<file path="config.mk">
export PLATFORM = sky130hd
export DESIGN_NAME = div_arbiter
export DESIGN_NICKNAME = d
export VERILOG_FILES = /design/src/rtl/ppc_types.sv /design/src/rtl/div_tag_fifo.sv /design/src/rtl/div_arbiter.sv
export SDC_FILE = /design/constraint.sdc
export NUM_CORES = 1
export LEC_CHECK = 0
export ABC_AREA = 0
export ABC_CLOCK_PERIOD_IN_PS = 10200
export CAP_MARGIN = 20
export CORE_AREA = 2 2 197 199
export CTS_CLUSTER_DIAMETER = 100
export DETAILED_ROUTE_END_ITERATION = 6
export DIE_AREA = 0 0 199 201
export DONT_BUFFER_PORTS = 1
export GPL_TIMING_DRIVEN = 1
export PLACE_DENSITY = 0.3
export REMOVE_ABC_BUFFERS = 1
export SETUP_SLACK_MARGIN = 0.05
export SLEW_MARGIN = 40
export SYNTH_ARGS = -nofsm -noshare
export SYNTH_HDL_FRONTEND = slang
export SYNTH_SLANG_ARGS = --single-unit
</file>
<file path="constraint.sdc">
create_clock -name clk -period 10.2 [get_ports clk]
set_clock_uncertainty 0.05 [all_clocks]
set_input_delay 3.06 -clock clk [delete_from_list [all_inputs] [get_ports clk]]
set_output_delay 3.06 -clock clk [all_outputs]
set_load 0.05 [all_outputs]
</file>
<file path="src/rtl/ppc_types.sv">
// Shared PowerPC execute-stage types.
// Divider decode bundle and CR0/XER exception flags.
package ppc_types;

  typedef struct packed {
    logic is_signed;
    logic is_word;
    logic set_cr0;
    logic set_ov;
  } div_decode_t;

  typedef struct packed {
    logic lt;
    logic gt;
    logic eq;
    logic so;
    logic ov;
    logic ov32;
  } cond_exception_t;

endpackage

</file>
<file path="src/rtl/div_tag_fifo.sv">
// In-order tag FIFO for div_arbiter.
// Holds the requester index of each operation in flight.
module div_tag_fifo #(
  parameter int WIDTH = 2,
  parameter int DEPTH = 4,
  localparam int PTR_W = (DEPTH > 1) ? $clog2(DEPTH) : 1,
  localparam int CNT_W = $clog2(DEPTH + 1)
) (
  input  logic             clk,
  input  logic             rst_n,
  input  logic             i_push,
  input  logic [WIDTH-1:0] i_din,
  input  logic             i_pop,
  output logic [WIDTH-1:0] o_head,
  output logic [CNT_W-1:0] o_count,
  output logic             o_empty,
  output logic             o_full
);

  logic [WIDTH-1:0] r_mem [DEPTH];
  logic [PTR_W-1:0] r_rd;
  logic [PTR_W-1:0] r_wr;
  logic [CNT_W-1:0] r_count;

  function automatic logic [PTR_W-1:0] f_inc(
    input logic [PTR_W-1:0] p
  );
    return (p == PTR_W'(DEPTH - 1)) ? '0 : p + 1'b1;
  endfunction

  // tag storage, written at the tail on push
  always_ff @(posedge clk or negedge rst_n) begin
    if (!rst_n) begin
      for (int k = 0; k < DEPTH; k++) r_mem[k] <= '0;
    end else if (i_push) begin
      r_mem[r_wr] <= i_din;
    end
  end

  // pointers wrap independently; count tracks occupancy
  always_ff @(posedge clk or negedge rst_n) begin
    if (!rst_n) begin
      r_rd    <= '0;
      r_wr    <= '0;
      r_count <= '0;
    end else begin
      if (i_push) r_wr <= f_inc(r_wr);
      if (i_pop)  r_rd <= f_inc(r_rd);
      r_count <= r_count + CNT_W'(i_push)
               - CNT_W'(i_pop);
    end
  end

  assign o_head  = r_mem[r_rd];
  assign o_count = r_count;
  assign o_empty = (r_count == '0);
  assign o_full  = (r_count == CNT_W'(DEPTH));

endmodule

</file>
<file path="src/rtl/div_arbiter.sv">
// Shares one div_unit between several divide
// reservation stations; routes results back in order.
module div_arbiter
  import ppc_types::*;
#(
  parameter int NUM_REQ      = 4,
  parameter int RS_ID_WIDTH  = 5,
  parameter int MAX_INFLIGHT = 4
) (
  input  logic                         clk,
  input  logic                         rst,
  input  logic [NUM_REQ-1:0]           req_valid,
  output logic [NUM_REQ-1:0]           req_ready,
  input  logic [NUM_REQ*RS_ID_WIDTH-1:0] req_rs_id,
  input  logic [NUM_REQ*5-1:0]         req_result_reg_addr,
  input  logic [NUM_REQ*32-1:0]        req_op1,
  input  logic [NUM_REQ*32-1:0]        req_op2,
  input  div_decode_t [NUM_REQ-1:0]    req_control,
  output logic                         div_input_valid,
  input  logic                         div_input_ready,
  output logic [RS_ID_WIDTH-1:0]       div_rs_id,
  output logic [4:0]                   div_result_reg_addr,
  output logic [31:0]                  div_op1,
  output logic [31:0]                  div_op2,
  output div_decode_t                  div_control,
  input  logic                         div_output_valid,
  output logic                         div_output_ready,
  input  logic [RS_ID_WIDTH-1:0]       div_rs_id_out,
  input  logic [4:0]                   div_result_reg_addr_out,
  input  logic [31:0]                  div_result,
  input  cond_exception_t              div_cr0_xer,
  output logic [NUM_REQ-1:0]           resp_valid,
  input  logic [NUM_REQ-1:0]           resp_ready,
  output logic [RS_ID_WIDTH-1:0]       resp_rs_id,
  output logic [4:0]                   resp_result_reg_addr,
  output logic [31:0]                  resp_result,
  output cond_exception_t              resp_cr0_xer,
  output logic                         orphan_err
);

  localparam int REQ_IDX_W = (NUM_REQ > 1) ? $clog2(NUM_REQ) : 1;
  localparam int CNT_W     = $clog2(MAX_INFLIGHT + 1);

  logic [REQ_IDX_W-1:0] r_rr_ptr;
  logic                 r_lock;
  logic [REQ_IDX_W-1:0] r_lock_idx;
  logic                 r_orphan;

  logic [REQ_IDX_W-1:0] w_scan_idx;
  logic                 w_found;
  logic                 w_any;
  logic [REQ_IDX_W-1:0] w_grant;
  logic [REQ_IDX_W-1:0] w_sel;
  logic [REQ_IDX_W-1:0] w_rr_next;
  logic                 w_can_issue;
  logic                 w_div_valid;
  logic                 w_issue;
  logic                 w_pop;
  logic [REQ_IDX_W-1:0] w_head;
  logic [CNT_W-1:0]     w_count;
  logic                 w_empty;
  logic                 w_full;

  div_tag_fifo #(
    .WIDTH(REQ_IDX_W),
    .DEPTH(MAX_INFLIGHT)
  ) u_tags (
    .clk    (clk),
    .rst_n  (rst),
    .i_push (w_issue),
    .i_din  (w_grant),
    .i_pop  (w_pop),
    .o_head (w_head),
    .o_count(w_count),
    .o_empty(w_empty),
    .o_full (w_full)
  );

  // first valid requester at or after rr_ptr, wrapping
  always_comb begin
    w_found    = 1'b0;
    w_scan_idx = '0;
    for (int k = 0; k < NUM_REQ; k++) begin
      if (!w_found &&
          req_valid[(int'(r_rr_ptr) + k) % NUM_REQ]) begin
        w_found    = 1'b1;
        w_scan_idx = REQ_IDX_W'((int'(r_rr_ptr) + k) % NUM_REQ);
      end
    end
  end

  assign w_any       = |req_valid;
  assign w_can_issue = !w_full &&
                       (w_count < CNT_W'(MAX_INFLIGHT));
  assign w_grant     = r_lock ? r_lock_idx : w_scan_idx;
  assign w_div_valid = rst && w_can_issue && (r_lock || w_any);
  assign w_issue     = w_div_valid && div_input_ready;
  assign w_sel       = w_div_valid ? w_grant : '0;
  assign w_rr_next   = (w_grant == REQ_IDX_W'(NUM_REQ - 1)) ?
                       '0 : w_grant + 1'b1;

  assign div_input_valid     = w_div_valid;
  assign div_rs_id           =
    req_rs_id[w_sel*RS_ID_WIDTH +: RS_ID_WIDTH];
  assign div_result_reg_addr = req_result_reg_addr[w_sel*5 +: 5];
  assign div_op1             = req_op1[w_sel*32 +: 32];
  assign div_op2             = req_op2[w_sel*32 +: 32];
  assign div_control         = req_control[w_sel];

  // zero-latency accept for the granted requester only
  always_comb begin
    req_ready = '0;
    if (w_issue) req_ready[w_grant] = 1'b1;
  end

  // results go to the oldest tag; empty FIFO drains the divider
  always_comb begin
    resp_valid = '0;
    if (rst && div_output_valid && !w_empty)
      resp_valid[w_head] = 1'b1;
  end

  assign div_output_ready = rst && (w_empty || resp_ready[w_head]);
  assign w_pop = rst && div_output_valid && !w_empty &&
                 resp_ready[w_head];

  assign resp_rs_id           = div_rs_id_out;
  assign resp_result_reg_addr = div_result_reg_addr_out;
  assign resp_result          = div_result;
  assign resp_cr0_xer         = div_cr0_xer;
  assign orphan_err           = r_orphan;

  // round-robin pointer and stall lock on the granted slot
  always_ff @(posedge clk or negedge rst) begin
    if (!rst) begin
      r_rr_ptr   <= '0;
      r_lock     <= 1'b0;
      r_lock_idx <= '0;
    end else if (w_issue) begin
      r_rr_ptr <= w_rr_next;
      r_lock   <= 1'b0;
    end else if (w_div_valid) begin
      r_lock     <= 1'b1;
      r_lock_idx <= w_grant;
    end
  end

  // sticky flag: a result came back with no tag to route it
  always_ff @(posedge clk or negedge rst) begin
    if (!rst) begin
      r_orphan <= 1'b0;
    end else if (div_output_valid && w_empty) begin
      r_orphan <= 1'b1;
    end
  end

endmodule

</file>
Word level (Yosys, flattened, before mapping) --
Cells that the tools add are included. Widths: inputs -> output; s select.
Operators by class: bitwise operators 6, reduce and logical (&&, ||, !) cells 29, multiplexer cells 41, add/subtract/negate cells 8, magnitude comparators 13, shift-type cells 4, equal/unequal tests 4, multipliers 1
Operators with widths (number):
- $shiftx 128x8->32 | 2
- $shiftx 20x6->5 | 2
- $mux 2 | 12
- $logic_and 1x1->1 | 15
- $mux 1 | 15
- $lt 2x3->1 const B | 4
- $lt 3x4->1 const B | 3
- $mux 4 | 3
- $bmux 1 s2 | 5
- $add 2x1->2 const B | 4
- $bmux 4 s2 | 1
- $bwmux 8 | 1
- $eq 2x2->1 const B | 3
- $ge 3x3->1 const B | 2
- $not 2->3 | 2
- $reduce_or 2->1 | 3
- $logic_not 1->1 | 5
- $mul 2x3->5 const B | 1
- $add 2x2->2 const B | 2
- $bmux 2 s2 | 1
- $demux 1 s2 | 2
- $demux 2 s2 | 1
- $ge 2x1->1 const B | 2
- $reduce_or 4->1 | 1
- 11 further kinds | 14
Storage, ports and cells: word-level logic and storage cells 117, bits in registers 21, input bits 372

Longest topological paths before layout --
Gate-level depths: netlist (run 1).
word-level depth 20, depth in mapped cells 11, mapped depth without buffers 11

Modules after synthesis --
A second synthesis (run 1) with hierarchy kept.
Unflattened totals: cells, all modules 632, area, all modules 4473.0 µm²
By module, submodules not included:
- div_arbiter | times used 1, area an instance 3731.1 µm², sequential area each 150.1 µm², cells an instance 578
- div_tag_fifo | times used 1, area an instance 742.0 µm², sequential area each 375.4 µm², cells an instance 54

Worst setup path before layout (run 1) --
No wires, ideal clock.
path type in2out, start in req_valid[1], end out div_op1[10], setup slack 1.786 ns, stages 10, data required time 7.090 ns, arrival time 5.304 ns, path buffers 3, path through nor4_1 > nand2_1 > nand2_2 > inv_1 > o211a_1 > buf_4 > buf_12 > buf_12 > mux2i_1 > mux2i_1
Between the ends: elaborated cells on any way between the ends 30, those cells by class shift (1); mux (20); reduce/logical (9)
RTL lines:
- from (decl) | RTL line div_arbiter.sv:12 | input logic [NUM_REQ-1:0] req_valid,
- $reduce_or 4->1 | RTL line div_arbiter.sv:92 | assign w_any = |req_valid;
- $logic_or 1x1->1 | RTL line div_arbiter.sv:96 | assign w_div_valid = rst && w_can_issue && (r_lock || w_any);
- $logic_and 1x1->1 | RTL line div_arbiter.sv:96
- named net div_input_valid | RTL line div_arbiter.sv:19 | output logic div_input_valid,
- $mux 2 | RTL line div_arbiter.sv:98 | assign w_sel = w_div_valid ? w_grant : '0;
- $shiftx 128x8->32 | RTL line div_arbiter.sv:106 | assign div_op1 = req_op1[w_sel*32 +: 32];
- to (decl) | RTL line div_arbiter.sv:23 | output logic [31:0] div_op1,
The timed path passes the listed nets, and every way through them passes these cells. The select of a mux whose other input is x is not followed.

Final worst setup path (run 1) --
start in req_valid[3], end out div_op2[23]
Between the ends: elaborated cells on any way between the ends 30, those cells by class shift (1); mux (20); reduce/logical (9)
RTL lines:
- $reduce_or 4->1 | RTL line div_arbiter.sv:92
- $logic_or 1x1->1 | RTL line div_arbiter.sv:96
- $logic_and 1x1->1 | RTL line div_arbiter.sv:96
- named net div_input_valid | RTL line div_arbiter.sv:19
- $mux 2 | RTL line div_arbiter.sv:98
- $shiftx 128x8->32 | RTL line div_arbiter.sv:107 | assign div_op2 = req_op2[w_sel*32 +: 32];
- to (decl) | RTL line div_arbiter.sv:24 | output logic [31:0] div_op2,
The timed path passes the listed nets, and every way through them passes these cells. The select of a mux whose other input is x is not followed.

==> results of run 1 <==
## per-stage QoR
| stage | power, mW | hold WS, ns | instances | setup WS [ns] |
|---|---|---|---|---|
| 2_1_floorplan | 1.59 | 0.423 | 667 | -6.55 |
| 3_3_place_gp | 2.07 | 0.434 | 1269 | 1.24 |
| 3_5_place_dp | 2.09 | 0.439 | 1269 | 1.20 |
| 4_1_cts | 2.19 | 0.453 | 1273 | 1.20 |
| 5_1_grt | 2.31 | 0.462 | 1273 | 1.05 |
| 6_report | 2.14 | 0.452 | 1273 | 1.29 |
## synthesized netlist by cell type, drive strengths merged (3+ instances only)
cell    count  area share
and3        5      0.0050
buf        69       0.086
clkbuf     73       0.045
dfrtp      21       0.085
ha         10       0.020
inv        11      0.0067
mux2       12       0.022
mux2i     159        0.26
nand2      13      0.0083
nor2       87       0.053
nor2b       5      0.0050
nor3        3      0.0032
nor3b      78       0.094
o21ai      84       0.068
o311ai     78        0.11
or4        78       0.094
xnor2       3      0.0042
## registers in the layout, summed over array words and instances, names as in the netlist
signal,cells
orphan_err,1
r_lock,1
r_rr_ptr,2
u_tags.r_rd,2
u_tags.r_mem,8
u_tags.o_count,3
r_lock_idx,2
u_tags.r_wr,2
## final cells by class
| type | instances | share of cell area |
|---|---|---|
| Clock buffer | 4 | 0.0115 |
| Multi-Input combinational cell | 635 | 0.712 |
| Sequential cell | 21 | 0.0778 |
| Tap cell | 518 | 0.0946 |
| Inverter | 11 | 0.00602 |
| Timing Repair Buffer | 84 | 0.0980 |
## power groups by stage
stage	clock (mW)	combinational (mW)	sequential (mW)
after floorplan	0	1.36	0.234
after global placement	0	1.84	0.234
after detailed placement	0	1.86	0.234
after CTS	0.0874	1.86	0.233
after global routing	0.0892	1.98	0.243
final	0.0838	1.83	0.228
## cells by family (layout without fill, tap and decap cells)
kind of cell    after synthesis  count (layout)
mux                         173             173
fa+ha+maj                    11              11
buf+inv                     153              99
flops                        21              21
xor+xnor                      3               3
simple gates                277             277
compound gates              171             171
## routing by layer
metal	wire, um	up-vias	GRT usage
li1	-	2955	-
met1	11900	3028	0.165
met2	14600	329	0.238
met3	4360	10	0.0823
met4	159	4	0.0123
met5	208	-	0.0383
## path summary, 6_finish.rpt
path | cells past startpoint | end | slack, ns | from
min reg2reg | 1 | u_tags.r_mem[2] | 0.45 | u_tags.r_mem[2]
min | 1 | u_tags.r_mem[2] | 0.45 | u_tags.r_mem[2]
min in group asynchronous | 0 | u_tags.r_mem[2] | 2.45 | rst
max in group asynchronous | 0 | r_lock_idx[0] | 7.57 | rst
max reg2reg | 11 | u_tags.o_count[2] | 6.92 | r_lock
max | 9 | div_op2[23] | 1.29 | req_valid[3]
## cells in the final DEF (no fill, tap or decap), types with 12 or more instances in the layout
cell / count
buf_4: 80
dfrtp_1: 19
mux2i_1: 152
o311ai_1: 21
nor3b_1: 78
nor2_1: 87
nand2_1: 12
or4_1: 78
o311ai_0: 57
o21ai_0: 83
==> impl_metrics.yaml, run 1 <==
global_routing:
  grt_max_degree: 98
  grt_usage: 0.144
  antenna_found_initial: 0
  gr-total-overflow: 0
  grt_pass1_vias: 5994
  grt_pass1_wl_um: 43100
setup_path:
  max_stage_delay_ns: 0.75
  critPathKind: "input port to output pin"
  start_kind: "input port"
  cp.arrival_ns: 5.80
  required_ns: 7.09
  worst-path-buf-inv: 3
  cp_slowest_cell: "o211a_4"
  cp_common_cell: "mux2i_1"
  cpLargestDelayFamily: "buffers and inverters"
  path_max_fanout: 45
  path_cells: "nor4_1 > nand2_1 > nand2_2 > inv_1 > o211a_4 > buf_12 > mux2i_1 > mux2i_1 > buf_4"
  crit_path_end_kind: "output pin"
clocking:
  cts.path.max_buffers: 2
  cts_max_level: 1
  root_buffer: "clkbuf_16"
  cts_tree: "built"
  postCtsHoldBufs: 0
  cts_setup_buffers: 0
  clkTransAtPathRegs_ns: 0.06
  numCtsBuffers: 3
  clkLatencyLatePin_ns: 0.25
  clock_sinks: 21
  postCtsResizedCells: 0
floorplanning:
  dieWidth_um: 199
  rows: 72
  die_area_mm2: 0.0400
  core-area_mm2: 0.0381
  io_pins: 509
  die_height_um: 201
  start_util: 0.163
pwr:
  swShare: 0.624
  pwr-share-seq: 0.107
  p_per_area_mw_per_mm2: 312
  p_int_mw: 0.803
  p_leak_nw: 2.02
  power_frac_clock: 0.039
  ir_drop_mv: 0.105
  combPwrFrac: 0.854
  switching_power_mw: 1.33
finish:
  nFillCells: 4302
  design_area_mm2: 0.00685
  drive_gt1_frac: 0.152
  diodes: 0
  area_growth_pct: 10.6
  final_nets: 1139
  multiInputGateArea_mm2: 0.00488
  post-route-util: 0.180
  regArea_um2: 533
detailed_routing:
  routed_wl_um: 31200
  drtAntennaViolNets: 0
  avgViaCountPerCell: 4.97
  drc: 0
  dr.pass1.iters: 4
  via_count: 6326
  drtIter0Drc: 282
  wl_per_cell_um: 24.5
yosys:
  synthCells: 809
  synth_top_family_by_area: "multiplexers"
  syn_area_mm2: 0.00620
  yosys.area_share.xor_xnor: 0.00424
  synthSimpleGateAreaFrac: 0.274
  synth_edf_count: 0
  synthArstFlopShare: 1.00
  syn_area_per_cell_um2: 7.66
  ys_ff_latch: 21
  synth_warnings: 0
  synth_compound_area_frac: 0.190
  synth_fa_ha_area_frac: 0.0234
  yosysUniqueCellTypes: 42
  synth.area.mux_share: 0.286
  synthFlopType: "dfrtp_1"
  seq_area_frac_synth: 0.0848
timing:
  worstMarginPinSlew_ns: 0.884
  finalCriticalPeriod_ns: 8.91
  maxSlewViolCount: 0
  tns_ns: 0
  rsz0062_at_grt: "no"
  max_freq_mhz: 112
  hold_viol: 0
  slew_headroom: 0.408
  setup_viol: 0
  post-route-period-util: 0.874
placed_design:
  gp_congestion: 0.733
  port_buffers: 0
  placed_area_mm2: 0.00677
  hpwlAfterDp_um: 23800
status:
  status: "finished, final reports clean"
min_path:
  min-delay-path-class: "flop to flop"
run:
  maxCapViolations: 0
Power figures use the tool's default switching activity.
==> run 2, diff against run 1 <==
--- a/config.mk
+++ b/config.mk
@@ -5,7 +5,6 @@
 export SDC_FILE = /design/constraint.sdc
 export NUM_CORES = 1
 export LEC_CHECK = 0
-export ABC_AREA = 0
 export ABC_CLOCK_PERIOD_IN_PS = 10200
 export CAP_MARGIN = 20
 export CORE_AREA = 2 2 197 199
==> results of run 2 <==
No change in the layout: final DEF, timing and power equal those of run 1.
==> run 3, diff against run 2 <==
--- a/config.mk
+++ b/config.mk
@@ -13,6 +13,7 @@
 export DIE_AREA = 0 0 199 201
 export DONT_BUFFER_PORTS = 1
 export GPL_TIMING_DRIVEN = 1
+export MAX_ROUTING_LAYER = met4
 export PLACE_DENSITY = 0.3
 export REMOVE_ABC_BUFFERS = 1
 export SETUP_SLACK_MARGIN = 0.05
==> run 3 against run 2 <==
  * Utilization did not move
  * First-iteration DRC count rose by 12%
  * Sequential power barely moved
  * Cell area did not move
  * Routed wire length rose by 0.35%
  * Sequential share of layout area did not move
==> impl_metrics.yaml, run 3 (synthesis results as in run 1) <==
global_routing:
  grt_pass1_wl_um: 43200
  antenna_found_initial: 0
  grt_max_degree: 98
  gr-total-overflow: 0
  grt_usage: 0.149
  grt_pass1_vias: 5966
clocking:
  clkLatencyLatePin_ns: 0.25
  cts_setup_buffers: 0
  root_buffer: "clkbuf_16"
  postCtsResizedCells: 0
  clkTransAtPathRegs_ns: 0.06
  clock_sinks: 21
  cts_tree: "built"
  cts_max_level: 1
  numCtsBuffers: 3
  cts.path.max_buffers: 2
  postCtsHoldBufs: 0
setup_path:
  cp_common_cell: "mux2i_1"
  worst-path-buf-inv: 3
  max_stage_delay_ns: 0.77
  r2r_slack_ns: 6.92
  cpLargestDelayFamily: "buffers and inverters"
  path_max_fanout: 45
  path_cells: "nor4_1 > nand2_1 > nand2_2 > inv_1 > o211a_4 > buf_12 > mux2i_1 > mux2i_1 > buf_4"
  cp.arrival_ns: 5.81
  start_kind: "input port"
  required_ns: 7.09
  crit_path_end_kind: "output pin"
  critPathKind: "input port to output pin"
  cp_slowest_cell: "o211a_4"
pwr:
  p_leak_nw: 2.02
  p_per_area_mw_per_mm2: 313
  ir_drop_mv: 0.107
  p_total_mw: 2.14
finish:
  layout_commonest_cell: "mux2i_1"
  final_cell_mix: "mux2i_1, nor2_1, o21ai_0, buf_4"
  post-route-util: 0.180
  largest_register_ffs: 8
  diodes: 0
  area_growth_pct: 10.6
  drive_gt1_frac: 0.152
  largest_register: "u_tags.r_mem"
  nFillCells: 4302
  final_nets: 1139
floorplanning:
  die_area_mm2: 0.0400
  start_util: 0.163
  dieWidth_um: 199
  die_height_um: 201
  rows: 72
  core-area_mm2: 0.0381
  io_pins: 509
timing:
  post-route-period-util: 0.875
  max_freq_mhz: 112
  maxSlewViolCount: 0
  slew_headroom: 0.409
  finalCriticalPeriod_ns: 8.92
  worstMarginPinSlew_ns: 0.884
  rsz0062_at_grt: "no"
  setup_viol: 0
  hold_viol: 0
detailed_routing:
  via_count: 6352
  drc: 0
  drtAntennaViolNets: 0
  routed_wl_um: 31300
  wl_per_cell_um: 24.6
  drtIter0Drc: 317
  avgViaCountPerCell: 4.99
  dr.pass1.iters: 5
placed_design:
  hpwlAfterDp_um: 23800
  gp_congestion: 0.742
  port_buffers: 0
min_path:
  min-delay-path-class: "flop to flop"
run:
  maxCapViolations: 0
status:
  status: "finished, final reports clean"
run 3: cell counts in the layout (fill, tap and decap cells not counted):
Identical to the previous run, type by type.
run 3: final cells by class:
type	instances	area, um^2	share of cell area
inverters	11	41.3	0.00602
flip-flops and latches	21	533	0.0778
repair buffers	84	672	0.0980
well taps	518	648	0.0946
clock buffers	4	78.8	0.0115
multi-input cells	635	4880	0.712
run 3: final timing paths:
check	startpoint	to	depth (start not counted)
min reg2reg	u_tags.r_mem[2]	u_tags.r_mem[2]	1
max reg2reg	r_lock	u_tags.o_count[2]	11
max in group asynchronous	rst	r_lock_idx[0]	0
max	req_valid[1]	div_op2[23]	9
min in group asynchronous	rst	u_tags.r_mem[2]	0
min	u_tags.r_mem[2]	u_tags.r_mem[2]	1
run 3: per-layer routing:
metal | up-vias | share of wire | track usage | wire (um)
met5 | - | 0 | - | 0
met1 | 3074 | 0.38 | 0.166 | 12000
met3 | 8 | 0.14 | 0.0855 | 4430
met2 | 307 | 0.47 | 0.240 | 14700
li1 | 2963 | - | - | -
met4 | 0 | 0.0033 | 0.00959 | 104
run 3: through the flow:
step / setup slack [ns] / setup TNS (ns) / instance area, um^2 / std cells / hold slack (ns)
2_1_floorplan: -6.55 / -510.93 / 5390 / 667 / 0.423
3_3_place_gp: 1.24 / 0 / 6750 / 1269 / 0.434
3_5_place_dp: 1.20 / 0 / 6770 / 1269 / 0.439
4_1_cts: 1.20 / 0 / 6850 / 1273 / 0.453
5_1_grt: 1.05 / 0 / 6850 / 1273 / 0.462
6_report: 1.28 / 0 / 6850 / 1273 / 0.452
run 3: power breakdown:
| group | internal (mW) | switching (mW) |
|---|---|---|
| Combinational | 0.624 | 1.21 |
| Sequential | 0.126 | 0.102 |
| Clock | 0.0533 | 0.0314 |
==> patch: new RTL, settings of run 1 <==
Make the reset (`rst` and `rst_n`) synchronous in 4 clocked blocks.
--- a/src/rtl/div_tag_fifo.sv
+++ b/src/rtl/div_tag_fifo.sv
@@ -31,3 +31,3 @@
   // tag storage, written at the tail on push
-  always_ff @(posedge clk or negedge rst_n) begin
+  always_ff @(posedge clk) begin
     if (!rst_n) begin
@@ -40,3 +40,3 @@
   // pointers wrap independently; count tracks occupancy
-  always_ff @(posedge clk or negedge rst_n) begin
+  always_ff @(posedge clk) begin
     if (!rst_n) begin
--- a/src/rtl/div_arbiter.sv
+++ b/src/rtl/div_arbiter.sv
@@ -133,3 +133,3 @@
   // round-robin pointer and stall lock on the granted slot
-  always_ff @(posedge clk or negedge rst) begin
+  always_ff @(posedge clk) begin
     if (!rst) begin
@@ -148,3 +148,3 @@
   // sticky flag: a result came back with no tag to route it
-  always_ff @(posedge clk or negedge rst) begin
+  always_ff @(posedge clk) begin
     if (!rst) begin
Behaviour: differs if rst is asserted again (counterexample within 4 cycles, from zero or initial values and one cycle with rst low); with rst held inactive, the same outputs for 4 cycles.
==> patch against run 1 <==
Cell area shrank 35%; clock power grew 2%; hold slack lost 19 ps; synthesized area shrank 33%; sequential cell count grew 2; worst setup slack gained 310 ps; largest power group unchanged; wire length shrank 22%; power shrank 55%.
==> patch: results (changes against run 1) <==
Max VDD drop 0.0000713 V (-32%); fraction of layout cells with a size suffix above 1 13.8% (-1.4 points); sequential-to-total area share from yosys stat 13.0% (+4.5 points); largest net degree at the start of global routing 87 (-11%); Nets 772 (-32%); initial antenna violation count 11 (+11); worst slack at placement 1590 ps (+391 ps); Synth Flop Type dfxtp_1; Post-synth EDFFs 8 (+8); Leakage 0.00167 uW (-17%); Yosys reg bits 23 (+9.5%); iteration-0 DRC count of the detailed router 217 (-23%); WL per Instance 26.7 um (+8.9%); Post-DP HPWL 20.5 mm (-14%); DR pass1 iterations 5 (+1); crit-path max FO 44 (-2.2%); Hold Startpoint u_tags.r_rd[1]; Crit-path slowest cell a221o_1; status finished clean; ys async rst share 0% (-100 points); count leader, synth and3_1; GRT Resource Usage Total 11.2% (-3.2 points); Critical Path AT 5490 ps (-310 ps); worst slew pin tran 881 ps (-3.62 ps); first-pass GRT wire length 31.3 mm (-27%); Worst path top cell family by delay compound AO/OA/AOI/OAI gates; top cells by area, synth a221o_1, mux2_1, and3_1
-- patch: final cells by class --
cell class                 count  area [sq um]
fill                        4393         33600
clock buffer                   3          75.1
multi-input combinational    346          2990
clock inverter                 1          5.00
timing repair buffer          11           168
antenna                        8          20.0
inverter                       7          26.3
sequential                    23           541
tap                          518           648
-- patch: power breakdown --
group          switching [uW]  internal [uW]  total (uW)
Clock                    32.7           52.7        85.4
Combinational             544            205         749
Sequential               16.3            108         125
-- patch: routing by layer --
layer  vias to the layer above  global-route usage [%]  part of all wire, %
li1                       1645                       -                    -
met1                      1827                    10.6                   31
met2                       345                    17.0                   43
met3                        30                    11.5                   24
met4                         0                    2.43                  1.9
met5                         -                       0                    0
-- patch: cells by family after synthesis --
group / synth area share (%)
AND/OR/NAND/NOR: 20.5
multiplexers: 22.6
AO/OA/AOI/OAI: 24.8
adder cells (fa/ha/maj): 2.58
flip-flops: 13.0
XOR/XNOR: 0.631
buffers and inverters: 15.9
-- patch: worst min-delay path, stage by stage, from the launching register on --
cell,delay (ps)
dfxtp_1,310
nand2_1,60
o21ai_0,60
-- patch: path summary, 6_finish.rpt --
check / endpoint / slack [ps] / cells after the start
max: div_result_reg_addr[4] / 1600 / 7
min: u_tags.r_rd[1] / 430 / 2
max reg2reg: u_tags.o_count[2] / 7250 / 9
min reg2reg: u_tags.r_rd[1] / 430 / 2
-- patch: through the flow --
step                      instances  cell area, sq um  TNS (ps)  power [uW]  hold slack (ps)
after detailed placement        904              4350         0         874              427
after global routing            915              4470         0        1010              462
final                           917              4470         0         960              433
after CTS                       908              4430         0         964              438
after floorplan                 376              3530   -194120         742              406
after global placement          901              4290         0         870              425
